File: src/rtl/player_motion_pkg.sv
// Shared types and default geometry for the player motion controller.
package player_motion_pkg;

  localparam int TILE_SHIFT       = 4;

  localparam int DEF_TILEMAP_LEN  = 100;
  localparam int DEF_X_W          = 11;
  localparam int DEF_Y_MAX        = 224;
  localparam int DEF_START_X      = 16;
  localparam int DEF_START_Y      = 16;
  localparam int DEF_WALK_STEP    = 2;
  localparam int DEF_JUMP_STEP    = 4;
  localparam int DEF_FALL_STEP    = 4;
  localparam int DEF_JUMP_FRAMES  = 12;

  typedef enum logic [2:0] {
    M_IDLE,
    M_START,
    M_WAIT_BUSY,
    M_WAIT_DONE,
    M_UPDATE
  } main_state_t;

  typedef enum logic [1:0] {
    V_GROUNDED,
    V_RISING,
    V_FALLING
  } vstate_t;

endpackage

File: src/rtl/player_motion_jump_fsm.sv
// Vertical motion: grounded / rising / falling, with a bounded jump length.
//
// state      | meaning
// -----------+-----------------------------------------------------------
// V_GROUNDED | standing on something; a jump request starts a rise
// V_RISING   | moving up JUMP_STEP per frame, jump_cnt frames remaining
// V_FALLING  | moving down FALL_STEP per frame until blocked or at floor
import player_motion_pkg::*;

module player_jump_fsm #(
  parameter int Y_MAX       = DEF_Y_MAX,
  parameter int START_Y     = DEF_START_Y,
  parameter int JUMP_STEP   = DEF_JUMP_STEP,
  parameter int FALL_STEP   = DEF_FALL_STEP,
  parameter int JUMP_FRAMES = DEF_JUMP_FRAMES
) (
  input  logic       clock,
  input  logic       reset,
  input  logic       update,
  input  logic       jump,
  input  logic       blk_up,
  input  logic       blk_down,
  output logic [7:0] player_y
);

  localparam int CNT_W = $clog2(JUMP_FRAMES + 1);

  vstate_t          vstate;
  logic [CNT_W-1:0] jump_cnt;
  logic [7:0]       y_rise;
  logic [7:0]       y_fall;
  logic [8:0]       y_fall_raw;

  // Saturating candidate positions for one rising or falling step.
  always_comb begin
    y_rise     = (player_y < 8'(JUMP_STEP)) ? 8'd0 : player_y - 8'(JUMP_STEP);
    y_fall_raw = {1'b0, player_y} + 9'(FALL_STEP);
    y_fall     = (y_fall_raw > 9'(Y_MAX)) ? 8'(Y_MAX) : y_fall_raw[7:0];
  end

  // Advance the vertical state once per committed frame.
  always_ff @(posedge clock) begin
    if (reset) begin
      vstate   <= V_FALLING;
      player_y <= 8'(START_Y);
      jump_cnt <= '0;
    end else if (update) begin
      case (vstate)
        V_GROUNDED: begin
          if (jump && !blk_up) begin
            vstate   <= V_RISING;
            jump_cnt <= CNT_W'(JUMP_FRAMES);
          end else if (!blk_down && (player_y < 8'(Y_MAX))) begin
            vstate <= V_FALLING;
          end
        end
        V_RISING: begin
          if (blk_up) begin
            vstate <= V_FALLING;
          end else begin
            player_y <= y_rise;
            jump_cnt <= jump_cnt - CNT_W'(1);
            if (jump_cnt == CNT_W'(1)) vstate <= V_FALLING;
          end
        end
        V_FALLING: begin
          if (blk_down || (player_y == 8'(Y_MAX))) vstate <= V_GROUNDED;
          else player_y <= y_fall;
        end
        default: vstate <= V_FALLING;
      endcase
    end
  end

endmodule

File: src/rtl/player_motion.sv
// Per-frame player position controller: latches buttons on frame_tick,
// runs one collision check at the current tile, then commits walk and
// vertical motion from a single sample of the collision flags.
//
// state       | meaning
// ------------+-------------------------------------------------------
// M_IDLE      | waiting for frame_tick; buttons latched on the tick
// M_START     | coll_enable is high for this single cycle
// M_WAIT_BUSY | waiting for coll_done to drop (ignore stale idle done)
// M_WAIT_DONE | waiting for coll_done to rise
// M_UPDATE    | sample blk_* flags and commit new position
import player_motion_pkg::*;

module player_motion #(
  parameter int TILEMAP_LEN = DEF_TILEMAP_LEN,
  parameter int X_W         = DEF_X_W,
  parameter int X_MAX       = TILEMAP_LEN * 16 - 16,
  parameter int Y_MAX       = DEF_Y_MAX,
  parameter int START_X     = DEF_START_X,
  parameter int START_Y     = DEF_START_Y,
  parameter int WALK_STEP   = DEF_WALK_STEP,
  parameter int JUMP_STEP   = DEF_JUMP_STEP,
  parameter int FALL_STEP   = DEF_FALL_STEP,
  parameter int JUMP_FRAMES = DEF_JUMP_FRAMES
) (
  input  logic                      clock,
  input  logic                      reset,
  input  logic                      frame_tick,
  input  logic                      btn_left,
  input  logic                      btn_right,
  input  logic                      btn_jump,
  input  logic                      blk_left,
  input  logic                      blk_right,
  input  logic                      blk_up,
  input  logic                      blk_down,
  input  logic                      coll_done,
  output logic                      coll_enable,
  output logic [X_W-TILE_SHIFT-1:0] tile_x,
  output logic [3:0]                tile_y,
  output logic [X_W-1:0]            player_x,
  output logic [7:0]                player_y,
  output logic                      pos_valid,
  output logic                      overrun
);

  main_state_t    state;
  logic           lat_left;
  logic           lat_right;
  logic           lat_jump;
  logic [X_W-1:0] next_x;
  logic           upd_strobe;

  assign upd_strobe = (state == M_UPDATE);
  assign tile_x     = player_x[X_W-1:TILE_SHIFT];
  assign tile_y     = player_y[7:TILE_SHIFT];

  // Horizontal candidate: opposing buttons cancel, blocked side holds, ends saturate.
  always_comb begin
    next_x = player_x;
    if (lat_left && !lat_right) begin
      if (!blk_left)
        next_x = (player_x < X_W'(WALK_STEP)) ? '0 : player_x - X_W'(WALK_STEP);
    end else if (lat_right && !lat_left) begin
      if (!blk_right)
        next_x = (player_x > X_W'(X_MAX - WALK_STEP)) ? X_W'(X_MAX)
                                                      : player_x + X_W'(WALK_STEP);
    end
  end

  // Frame sequencer with registered strobes and horizontal position.
  always_ff @(posedge clock) begin
    if (reset) begin
      state       <= M_IDLE;
      player_x    <= X_W'(START_X);
      lat_left    <= 1'b0;
      lat_right   <= 1'b0;
      lat_jump    <= 1'b0;
      coll_enable <= 1'b0;
      pos_valid   <= 1'b0;
      overrun     <= 1'b0;
    end else begin
      coll_enable <= 1'b0;
      pos_valid   <= 1'b0;
      overrun     <= frame_tick && (state != M_IDLE);
      case (state)
        M_IDLE: begin
          if (frame_tick) begin
            lat_left    <= btn_left;
            lat_right   <= btn_right;
            lat_jump    <= btn_jump;
            coll_enable <= 1'b1;
            state       <= M_START;
          end
        end
        M_START:     state <= M_WAIT_BUSY;
        M_WAIT_BUSY: if (!coll_done) state <= M_WAIT_DONE;
        M_WAIT_DONE: if (coll_done) state <= M_UPDATE;
        M_UPDATE: begin
          player_x  <= next_x;
          pos_valid <= 1'b1;
          state     <= M_IDLE;
        end
        default: state <= M_IDLE;
      endcase
    end
  end

  player_jump_fsm #(
    .Y_MAX       (Y_MAX),
    .START_Y     (START_Y),
    .JUMP_STEP   (JUMP_STEP),
    .FALL_STEP   (FALL_STEP),
    .JUMP_FRAMES (JUMP_FRAMES)
  ) u_jump (
    .clock    (clock),
    .reset    (reset),
    .update   (upd_strobe),
    .jump     (lat_jump),
    .blk_up   (blk_up),
    .blk_down (blk_down),
    .player_y (player_y)
  );

endmodule

File: config.mk
export PLATFORM = sky130hd
export DESIGN_NAME = player_motion
export DESIGN_NICKNAME = d
export VERILOG_FILES = /design/src/rtl/player_motion_pkg.sv /design/src/rtl/player_motion_jump_fsm.sv /design/src/rtl/player_motion.sv
export SDC_FILE = /design/constraint.sdc
export NUM_CORES = 1
export LEC_CHECK = 0
export ABC_AREA = 1
export ABC_CLOCK_PERIOD_IN_PS = 1600
export BUFFER_PORTS_ARGS = -buffer_cell sky130_fd_sc_hd__buf_2
export CAP_MARGIN = 20
export CORE_ASPECT_RATIO = 1.2
export CORE_MARGIN = 2
export CORE_UTILIZATION = 55
export CTS_CLUSTER_SIZE = 12
export DETAILED_ROUTE_END_ITERATION = 8
export GPL_TIMING_DRIVEN = 0
export HOLD_SLACK_MARGIN = 0.12
export PLACE_DENSITY = 0.84
export SYNTH_ARGS = -nofsm -noshare
export SYNTH_HDL_FRONTEND = slang
export SYNTH_SLANG_ARGS = --single-unit
File: constraint.sdc
create_clock -name clock -period 1.6 [get_ports clock]
set_input_delay 0.32 -clock clock [delete_from_list [all_inputs] [get_ports clock]]
set_output_delay 0.32 -clock clock [all_outputs]
set_load 0.05 [all_outputs]
Word-level counts from Yosys, hierarchy flattened:

Index checks and enable logic that the tools add are counted.

* flip-flop bits (word level): 34
* input bits: 11
* output and inout bits: 33
* logic and storage cells: 90

* add/subtract/negate cells: 5
* order comparisons: 5
* equal/unequal tests: 19
* multiplexer cells: 26
* bitwise logic cells: 1
* reduce and logical (&&, ||, !) cells: 23

Operators by type and width (count)
* 2-to-1 mux 11 bit: 6
* 2-to-1 mux 8 bit: 4
* one-hot mux 8 bit (2 select lines): 1
* AND reduction 4 bit: 4
* != test 2 bit, second input constant: 6
* one-hot mux 3 bit (4 select lines): 1
* adder 11 x 2 -> 11 bit, second input constant: 1
* greater-than comparator 11 bit, second input constant: 1
* less-than comparator 11 x 2 -> 1 bit, second input constant: 1
* subtractor 11 x 2 -> 11 bit, second input constant: 1
* 2-to-1 mux 2 bit: 5
* adder 8 x 3 -> 9 bit, second input constant: 1
* greater-than comparator 9 x 8 -> 1 bit, second input constant: 1
* 2-to-1 mux 3 bit: 3
* equality test 8 bit, second input constant: 1
* less-than comparator 8 x 3 -> 1 bit, second input constant: 1
* less-than comparator 8 bit, second input constant: 1
* 2-to-1 mux 4 bit: 2
* one-hot mux 4 bit (2 select lines): 1
* subtractor 8 x 3 -> 8 bit, second input constant: 1
* equality test 3 x 2 -> 1 bit, second input constant: 2
* != test 2 x 1 -> 1 bit, second input constant: 3
* one-hot mux 2 bit (3 select lines): 1
* nonzero test 2 bit: 3
* other kinds (19): 27

Logic depth before layout (Yosys ltp):

Gate-level depths: netlist (run 1).

* depth in word-level cells: 5
* mapped depth: 11
* mapped depth without buffers: 11

Hierarchy:

From an unflattened synthesis (run 1), not the netlist that was laid out.

* cell total of the unflattened synthesis: 376
* area, all modules: 2402.3 µm²

Modules (own cells, without submodules)
* player_motion: times used 1, cells each 228, area each 1431.4 µm², sequential area each 380.4 µm²
* player_jump_fsm: times used 1, cells each 148, area each 970.9 µm², sequential area each 240.2 µm²

Worst setup path before layout (run 1):

No wires, ideal clock.

* kind: register to register
* from: register u_jump.player_y[2]
* to: register u_jump.player_y[5]
* setup time: 0.122 ns
* arrival: 1.831 ns
* data required time: 1.478 ns
* slack: -0.354 ns
* stages on the path, launching flop included: 11
* buffers on the path: 0
* period minus slack after synthesis: 1.954 ns
* cell sequence: dfxtp_1 -> inv_1 -> ha_1 -> inv_1 -> nor2_1 -> nand2_1 -> nand2_1 -> nand2_2 -> nand2_4 -> nor3_1 -> a21oi_1

* longest elaborated chain between the ends: 5
* elaborated cells on any way between the ends: 13
* those cells by class: add/sub (2); order compare (2); eq/ne (2); mux (5); reduce/logical (2)

RTL lines
* from (decl): RTL line player_motion_jump_fsm.sv:23 `output logic [7:0] player_y`
* from (signal assigned): RTL line player_motion_jump_fsm.sv:45 `player_y <= 8'(START_Y);`
* from (signal assigned): RTL line player_motion_jump_fsm.sv:61 `player_y <= y_rise;`
* from (signal assigned): RTL line player_motion_jump_fsm.sv:68 `else player_y <= y_fall;`
* adder 8 x 3 -> 9 bit: RTL line player_motion_jump_fsm.sv:37 `y_fall_raw = {1'b0, player_y} + 9'(FALL_STEP);`
* greater-than comparator 9 x 8 -> 1 bit: RTL line player_motion_jump_fsm.sv:38 `y_fall = (y_fall_raw > 9'(Y_MAX)) ? 8'(Y_MAX) : y_fall_raw[7:0];`
* 2-to-1 mux 8 bit: RTL line player_motion_jump_fsm.sv:38
* 2-to-1 mux 8 bit: RTL line player_motion_jump_fsm.sv:67 `if (blk_down || (player_y == 8'(Y_MAX))) vstate <= V_GROUNDED;`
* one-hot mux 8 bit (2 select lines): RTL line player_motion_jump_fsm.sv:48 `case (vstate)`

Several ways; a longest one is shown, not always the timed one. The select of a mux whose other input is x is not followed.
A chain may end at the register's enable or synchronous reset.

Worst setup path in the final report (run 1):

* from: register u_jump.player_y[3]
* to: register u_jump.player_y[4]

The elaborated chain is that of the path after synthesis.

==> flow_summary.json, run 1 <==
{
  "critPathSlowestCell": "dfxtp_4",
  "multiInputGateArea_sq_um": 1460,
  "clk_pin_slew_ns": 0.07,
  "fin_nets": 436,
  "hold_class": "input port to register",
  "worst_slack_ns": 0.00212,
  "timing_hold_violations_final": 0,
  "drtPass1Iterations": 5,
  "drcViolationCount": 0,
  "status": "complete, no violations",
  "r2r_cells": 9,
  "seq_area_frac_synth_pct": 27.1,
  "avgViaCountPerCell": 5.35,
  "hold_depth": 3,
  "final_cell_mix": "nand2_1 (76), buf_2 (42), inv_1 (35)",
  "intPower_mw": 1.40,
  "antenna_found_initial": 0,
  "critPathKind": "register to register",
  "tritoncts": "built",
  "netlist_instances": 361,
  "fp.dieArea_sq_um": 4700,
  "clock-root-buffer": "clkbuf_8",
  "track_usage_pct": 24.5,
  "syn_avg_cell_area_sq_um": 6.35,
  "drt_iter0_drc": 224,
  "switchingPower_mw": 0.617,
  "rows": 25,
  "finalPower_mw": 2.02,
  "syn-cell-area_sq_um": 2290,
  "crit_top_cell": "nand2_1",
  "gp_congestion": 0.942,
  "wirelength_mm": 5.85,
  "slowest_delay_ns": 0.41,
  "wl_per_cell_um": 12.4,
  "skew_ns": 0.00676,
  "drive_gt1_share_pct": 32.1,
  "grt_pass1_vias": 2170,
  "mostFrequentLayoutCell": "nand2_1",
  "grt_max_degree": 12,
  "grt_pass1_wl_mm": 9.25,
  "worst_hold_startpoint": "btn_left",
  "finalCritPeriodShare_pct": 99.9,
  "hpwl_mm": 4.03,
  "worstPathRequired_ns": 1.84,
  "crit_start": "u_jump.player_y[3]$_SDFFE_PP0P_",
  "peakVddDrop_uv": 700,
  "finalMaxSlewViolations": 0,
  "vias": 2520,
  "initial_core_util_pct": 57.7,
  "p_leak_nw": 1.39,
  "fin_crit_ns": 1.60,
  "nFillCells": 340,
  "cts_hold_buffers": 0,
  "power_frac_seq_pct": 41.6,
  "overflow": 0,
  "reg2reg_slack_ns": 0.002,
  "clk_path_buf_depth": 2,
  "crit_path_cell_trace": "buf_4, nand3_1, o21bai_1, nand2_1, nand3_1, nand2_1, o21ai_0, nand2_1, nand2_1",
  "synth_warnings": 0,
  "clk-insertion-delay-late_ns": 0.29,
  "clock_sink_count": 31,
  "r2r_start": "u_jump.player_y[3]$_SDFFE_PP0P_",
  "ios": 44,
  "synth_seq_cells": 31,
  "pre_cts_ws_ns": -0.143,
  "p_comb_share_pct": 19.9,
  "switching_share_pct": 30.6,
  "die_w_um": 63.0,
  "io_buffers": 39,
  "setup_viol": 0,
  "final-seq-area_sq_um": 647,
  "cp.arrival_ns": 1.83,
  "area_growth_pct": 25.3,
  "drtAntennaViolNets": 0,
  "crit_path_end_kind": "register",
  "numCtsBuffers": 5,
  "worstPathMaxFanout": 7,
  "core_sq_um": 3970,
  "max_freq_mhz": 626,
  "dp_cells": 456,
  "maxCapViolCount": 0,
  "final_cells": 471,
  "fin_setup_tns_ns": 0,
  "clkPwrFrac_pct": 38.6,
  "yosys.cell_types.count": 36,
  "die_y_um": 74.7,
  "power_density_nw_per_um2": 702,
  "htreeDepth": 2,
  "diodes": 0,
  "cp-start-kind": "register"
}
final timing paths:
check	end
min reg2reg	u_jump.jump_cnt[1]$_SDFFE_PP0P_
max reg2reg	u_jump.player_y[4]$_SDFFE_PP1P_
min	lat_left$_SDFFE_PP0P_
max	u_jump.player_y[4]$_SDFFE_PP1P_
stage by stage:
stage | util (%) | cell area (sq um) | hold WS, ns
floorplan | - | 2320 | 0.433
global placement | 65.0 | 2580 | 0.452
detailed placement | 65.0 | 2580 | 0.455
CTS | 68.5 | 2720 | 0.293
global route | 72.3 | 2870 | 0.307
finish | 72.3 | 2870 | 0.291
power groups by stage:
stage | clock network, mW | logic (mW) | registers (mW)
2_1_floorplan | 0 | 0.245 | 0.891
3_3_place_gp | 0 | 0.352 | 0.856
3_5_place_dp | 0 | 0.361 | 0.857
4_1_cts | 0.781 | 0.367 | 0.840
5_1_grt | 0.817 | 0.444 | 0.843
6_report | 0.778 | 0.401 | 0.839
cell families (layout without fill, tap and decap cells):
| group | after synthesis | after routing | share of synthesized area, % |
|---|---|---|---|
| xor gates and xnor gates | 9 | 9 | 3.44 |
| buffers and inverters | 70 | 124 | 14.5 |
| adders and majority gates | 9 | 9 | 4.91 |
| DFF | 31 | 31 | 27.1 |
| and+or+nand+nor | 177 | 177 | 34.3 |
| other | 1 | 3 | 0.164 |
| AOI/OAI and AO/OA | 64 | 64 | 15.6 |
layer usage:
metal  track usage (%)  vias to the layer above  routed length, um
met2              43.4                      115               2960
met3              3.59                       10                450
met4              10.1                        0                 96
met5                 0                        -                  0
li1                  -                     1263                  -
met1              30.1                     1132               2350
worst max-delay path: cells and delay by family (launching register included):
family	cells	cell delay (ns)
AND/OR/NAND/NOR	6	0.56
AO/OA/AOI/OAI	2	0.45
flip-flops	1	0.41
buffers and inverters	1	0.13
registers in the layout, indices dropped and copies added (netlist names):
register,flops
u_jump.vstate,2
lat_right,1
lat_left,1
u_jump.player_y,6
u_jump.jump_cnt,4
coll_enable,1
state,3
pos_valid,1
overrun,1
player_x,10
lat_jump,1
synthesized netlist by cell type:
cell / n / area, sq um
nand2_1: 83 / 312
inv_1: 38 / 143
nor2_1: 35 / 131
dfxtp_1: 31 / 621
a21oi_1: 29 / 145
nand3_1: 29 / 145
buf_4: 15 / 113
o21ai_0: 15 / 75.1
nand4_1: 10 / 62.6
ha_1: 9 / 113
inv_2: 8 / 30.0
o21ai_1: 8 / 40.0
xor2_1: 7 / 61.3
nor3_1: 6 / 30.0
nor2_2: 5 / 31.3
buf_2: 4 / 20.0
a31oi_1: 3 / 18.8
clkbuf_1: 3 / 11.3
o211ai_1: 3 / 22.5
a21oi_2: 2 / 17.5
nor2_4: 2 / 22.5
xnor2_1: 2 / 17.5
a21o_1: 1 / 7.51
buf_6: 1 / 11.3
clkbuf_2: 1 / 5.00
conb_1: 1 / 3.75
nand2_2: 1 / 6.26
nand2_4: 1 / 11.3
nor3_2: 1 / 10.0
nor4_1: 1 / 6.26
o21ai_4: 1 / 16.3
o21bai_1: 1 / 7.51
o31ai_1: 1 / 7.51
or2_0: 1 / 6.26
or2_1: 1 / 6.26
or2_2: 1 / 6.26
final cells by class:
class,instances,area share (%)
clock buffers,5,2.39
multi-input cells,262,50.7
inverters,46,6.23
plain buffers,23,5.40
well taps,54,2.35
clock inverters,3,1.52
repair buffers,47,8.88
flip-flops and latches,31,22.5
timing repair:
item                                   4_1_cts  5_1_grt
endpoints found under the hold margin        0        0
pin swaps                                    1        6
resized for setup                            4       33
setup endpoints to repair                   17       18
setup buffers                                2        6
(Power assumes the default switching activity.)
==> inputs of run 2 (changes only) <==
CORE_ASPECT_RATIO = 0.75   (was 1.2)
==> run 2 against run 1 <==
Clock power decreased by 19%. Global-route usage is 0.090 points higher. Sequential share of layout area rose by 0.060 points. Maximum frequency increased by 1.3%. Highest routed layer unchanged. Clock-buffer cell count up 1. Die area barely moved. Sequential power barely moved. Total power fell by 7.8%. Non-clock buffer count grew 2. Critical endpoint is now player_x[1]$_SDFFE_PP0P_.
==> flow_summary.json, run 2 (synthesized netlist as in run 1, its figures left out) <==
{
  "status": "complete, no violations",
  "avgViaCountPerCell": 5.36,
  "fp.dieArea_sq_um": 4710,
  "diodes": 0,
  "initial_core_util_pct": 56.9,
  "grt_pass1_vias": 2013,
  "r2r_cells": 8,
  "r2r-end": "player_x[1]$_SDFFE_PP0P_",
  "worst_slack_ns": 0.0222,
  "clk-insertion-delay-late_ns": 0.29,
  "antenna_found_initial": 0,
  "crit_start": "lat_right$_SDFFE_PP0P_",
  "drtPass1Iterations": 5,
  "clkPwrFrac_pct": 33.7,
  "postLayoutCoreUtil_pct": 70.9,
  "largest_registers": "player_x (10), u_jump.player_y (6), u_jump.jump_cnt (4)",
  "fin_crit_ns": 1.58,
  "rows": 20,
  "cp-start-kind": "register",
  "cp.arrival_ns": 1.78,
  "io_buffers": 39,
  "clk_pin_slew_ns": 0.07,
  "core_sq_um": 4030,
  "pre_cts_ws_ns": -0.121,
  "r2r_start": "lat_right$_SDFFE_PP0P_",
  "drcViolationCount": 0,
  "grt_pass1_wl_mm": 9.07,
  "worstPathMaxFanout": 10,
  "power_density_nw_per_um2": 651,
  "wirelength_mm": 6.08,
  "setup_viol": 0,
  "overflow": 0,
  "gp_congestion": 0.945,
  "cp-endpoint": "player_x[1]$_SDFFE_PP0P_",
  "htreeDepth": 2,
  "largest_reg_flops": 10,
  "power_frac_seq_pct": 45.3,
  "finalMaxSlewViolations": 0,
  "vias": 2541,
  "switchingPower_mw": 0.624,
  "drive_gt1_share_pct": 32.2,
  "p_leak_nw": 1.38,
  "grt_max_degree": 11,
  "timing_hold_violations_final": 0,
  "cts_hold_buffers": 0,
  "max_freq_mhz": 634,
  "hold_ws_ns": 0.299,
  "hold_class": "input port to register",
  "skew_ns": 0.00622,
  "final_cells": 474,
  "switching_share_pct": 33.6,
  "hpwl_mm": 4.11,
  "clk_path_buf_depth": 2,
  "die_y_um": 59.9,
  "clock-root-buffer": "clkbuf_8",
  "track_usage_pct": 24.5,
  "tritoncts": "built",
  "dp_cells": 457,
  "wl_per_cell_um": 12.8,
  "final_cell_mix": "nand2_1 (77), buf_2 (42), inv_1 (34)",
  "p_comb_share_pct": 21.0,
  "maxCapViolCount": 0,
  "mostFrequentLayoutCell": "nand2_1",
  "ios": 44,
  "finalCritPeriodShare_pct": 98.6,
  "rsz0062_at_grt": "true",
  "die_w_um": 78.6,
  "clock_sink_count": 31,
  "drt_iter0_drc": 364,
  "worstPathRequired_ns": 1.80,
  "crit_path_end_kind": "register",
  "intPower_mw": 1.24,
  "max_flop_register": "player_x",
  "area_growth_pct": 24.5,
  "worst_hold_startpoint": "btn_left",
  "peakVddDrop_uv": 556,
  "fin_nets": 438,
  "reg2reg_slack_ns": 0.02,
  "numCtsBuffers": 5,
  "critPathKind": "register to register",
  "drtAntennaViolNets": 0
}
==> run 2: cell types whose count changed in the layout (fill, tap and decap cells not counted), sizes merged <==
cell / previous run / this run
clkinv: 2 / 1
bufinv: 1 / 0
clkinvlp: 1 / 2
clkbuf: 9 / 10
buf: 66 / 68
==> run 2: final cells by class <==
cell class | instances | area [sq um]
clock inverters | 2 | 12.5
flip-flops and latches | 31 | 644
fillers | 335 | 1170
inverters | 46 | 179
repair buffers | 49 | 270
clock buffers | 6 | 72.6
plain buffers | 23 | 159
multi-input cells | 262 | 1450
well taps | 55 | 68.8
==> run 2: worst max-delay path: stages, from the launching register on <==
cell	delay (ns)
dfxtp_1	0.30
inv_1	0.10
ha_4	0.20
inv_2	0.10
a21o_1	0.19
nor2_4	0.15
buf_6	0.16
nand3_1	0.11
a21oi_1	0.18
==> run 2: power groups by stage <==
| stage | Clock (mW) | Combinational (mW) | Sequential, mW |
|---|---|---|---|
| detailed placement | 0 | 0.358 | 0.857 |
| floorplan | 0 | 0.245 | 0.891 |
| global placement | 0 | 0.353 | 0.855 |
| CTS | 0.627 | 0.365 | 0.841 |
| global route | 0.668 | 0.435 | 0.846 |
| finish | 0.627 | 0.391 | 0.842 |
==> run 2: routing by layer <==
metal	track usage, %	vias to the layer above	part of all wire, %
li1	-	1270	-
met1	34.3	1127	45
met2	38.1	124	44
met3	6.04	20	8.5
met4	6.77	0	2.4
met5	0	-	0
==> run 2: what timing repair did <==
item / 4_1_cts / 5_1_grt
gates resized for setup: 5 / 30
setup buffers: 3 / 7
pin swaps: 0 / 6
setup endpoints to repair: 16 / 18
==> run 2: through the flow <==
| stage | power (mW) | setup TNS (ns) | cell area, sq um |
|---|---|---|---|
| detailed placement | 1.21 | -0.815 | 2580 |
| finish | 1.86 | 0 | 2860 |
| CTS | 1.83 | 0 | 2710 |
| floorplan | 1.14 | 0 | 2320 |
| global route | 1.95 | -0.461 | 2860 |
| global placement | 1.21 | -0.662 | 2580 |
==> run 2: worst min path at each step <==
| stage | slack, ns | depth (start not counted) | endpoint |
|---|---|---|---|
| after floorplan | 0.43 | 2 | lat_right$_SDFFE_PP0P_ |
| after global placement | 0.45 | 2 | u_jump.jump_cnt[2]$_SDFFE_PP0P_ |
| after detailed placement | 0.46 | 2 | lat_right$_SDFFE_PP0P_ |
| after CTS | 0.29 | 3 | lat_left$_SDFFE_PP0P_ |
| after global routing | 0.30 | 3 | lat_jump$_SDFFE_PP0P_ |
| final | 0.30 | 3 | lat_left$_SDFFE_PP0P_ |
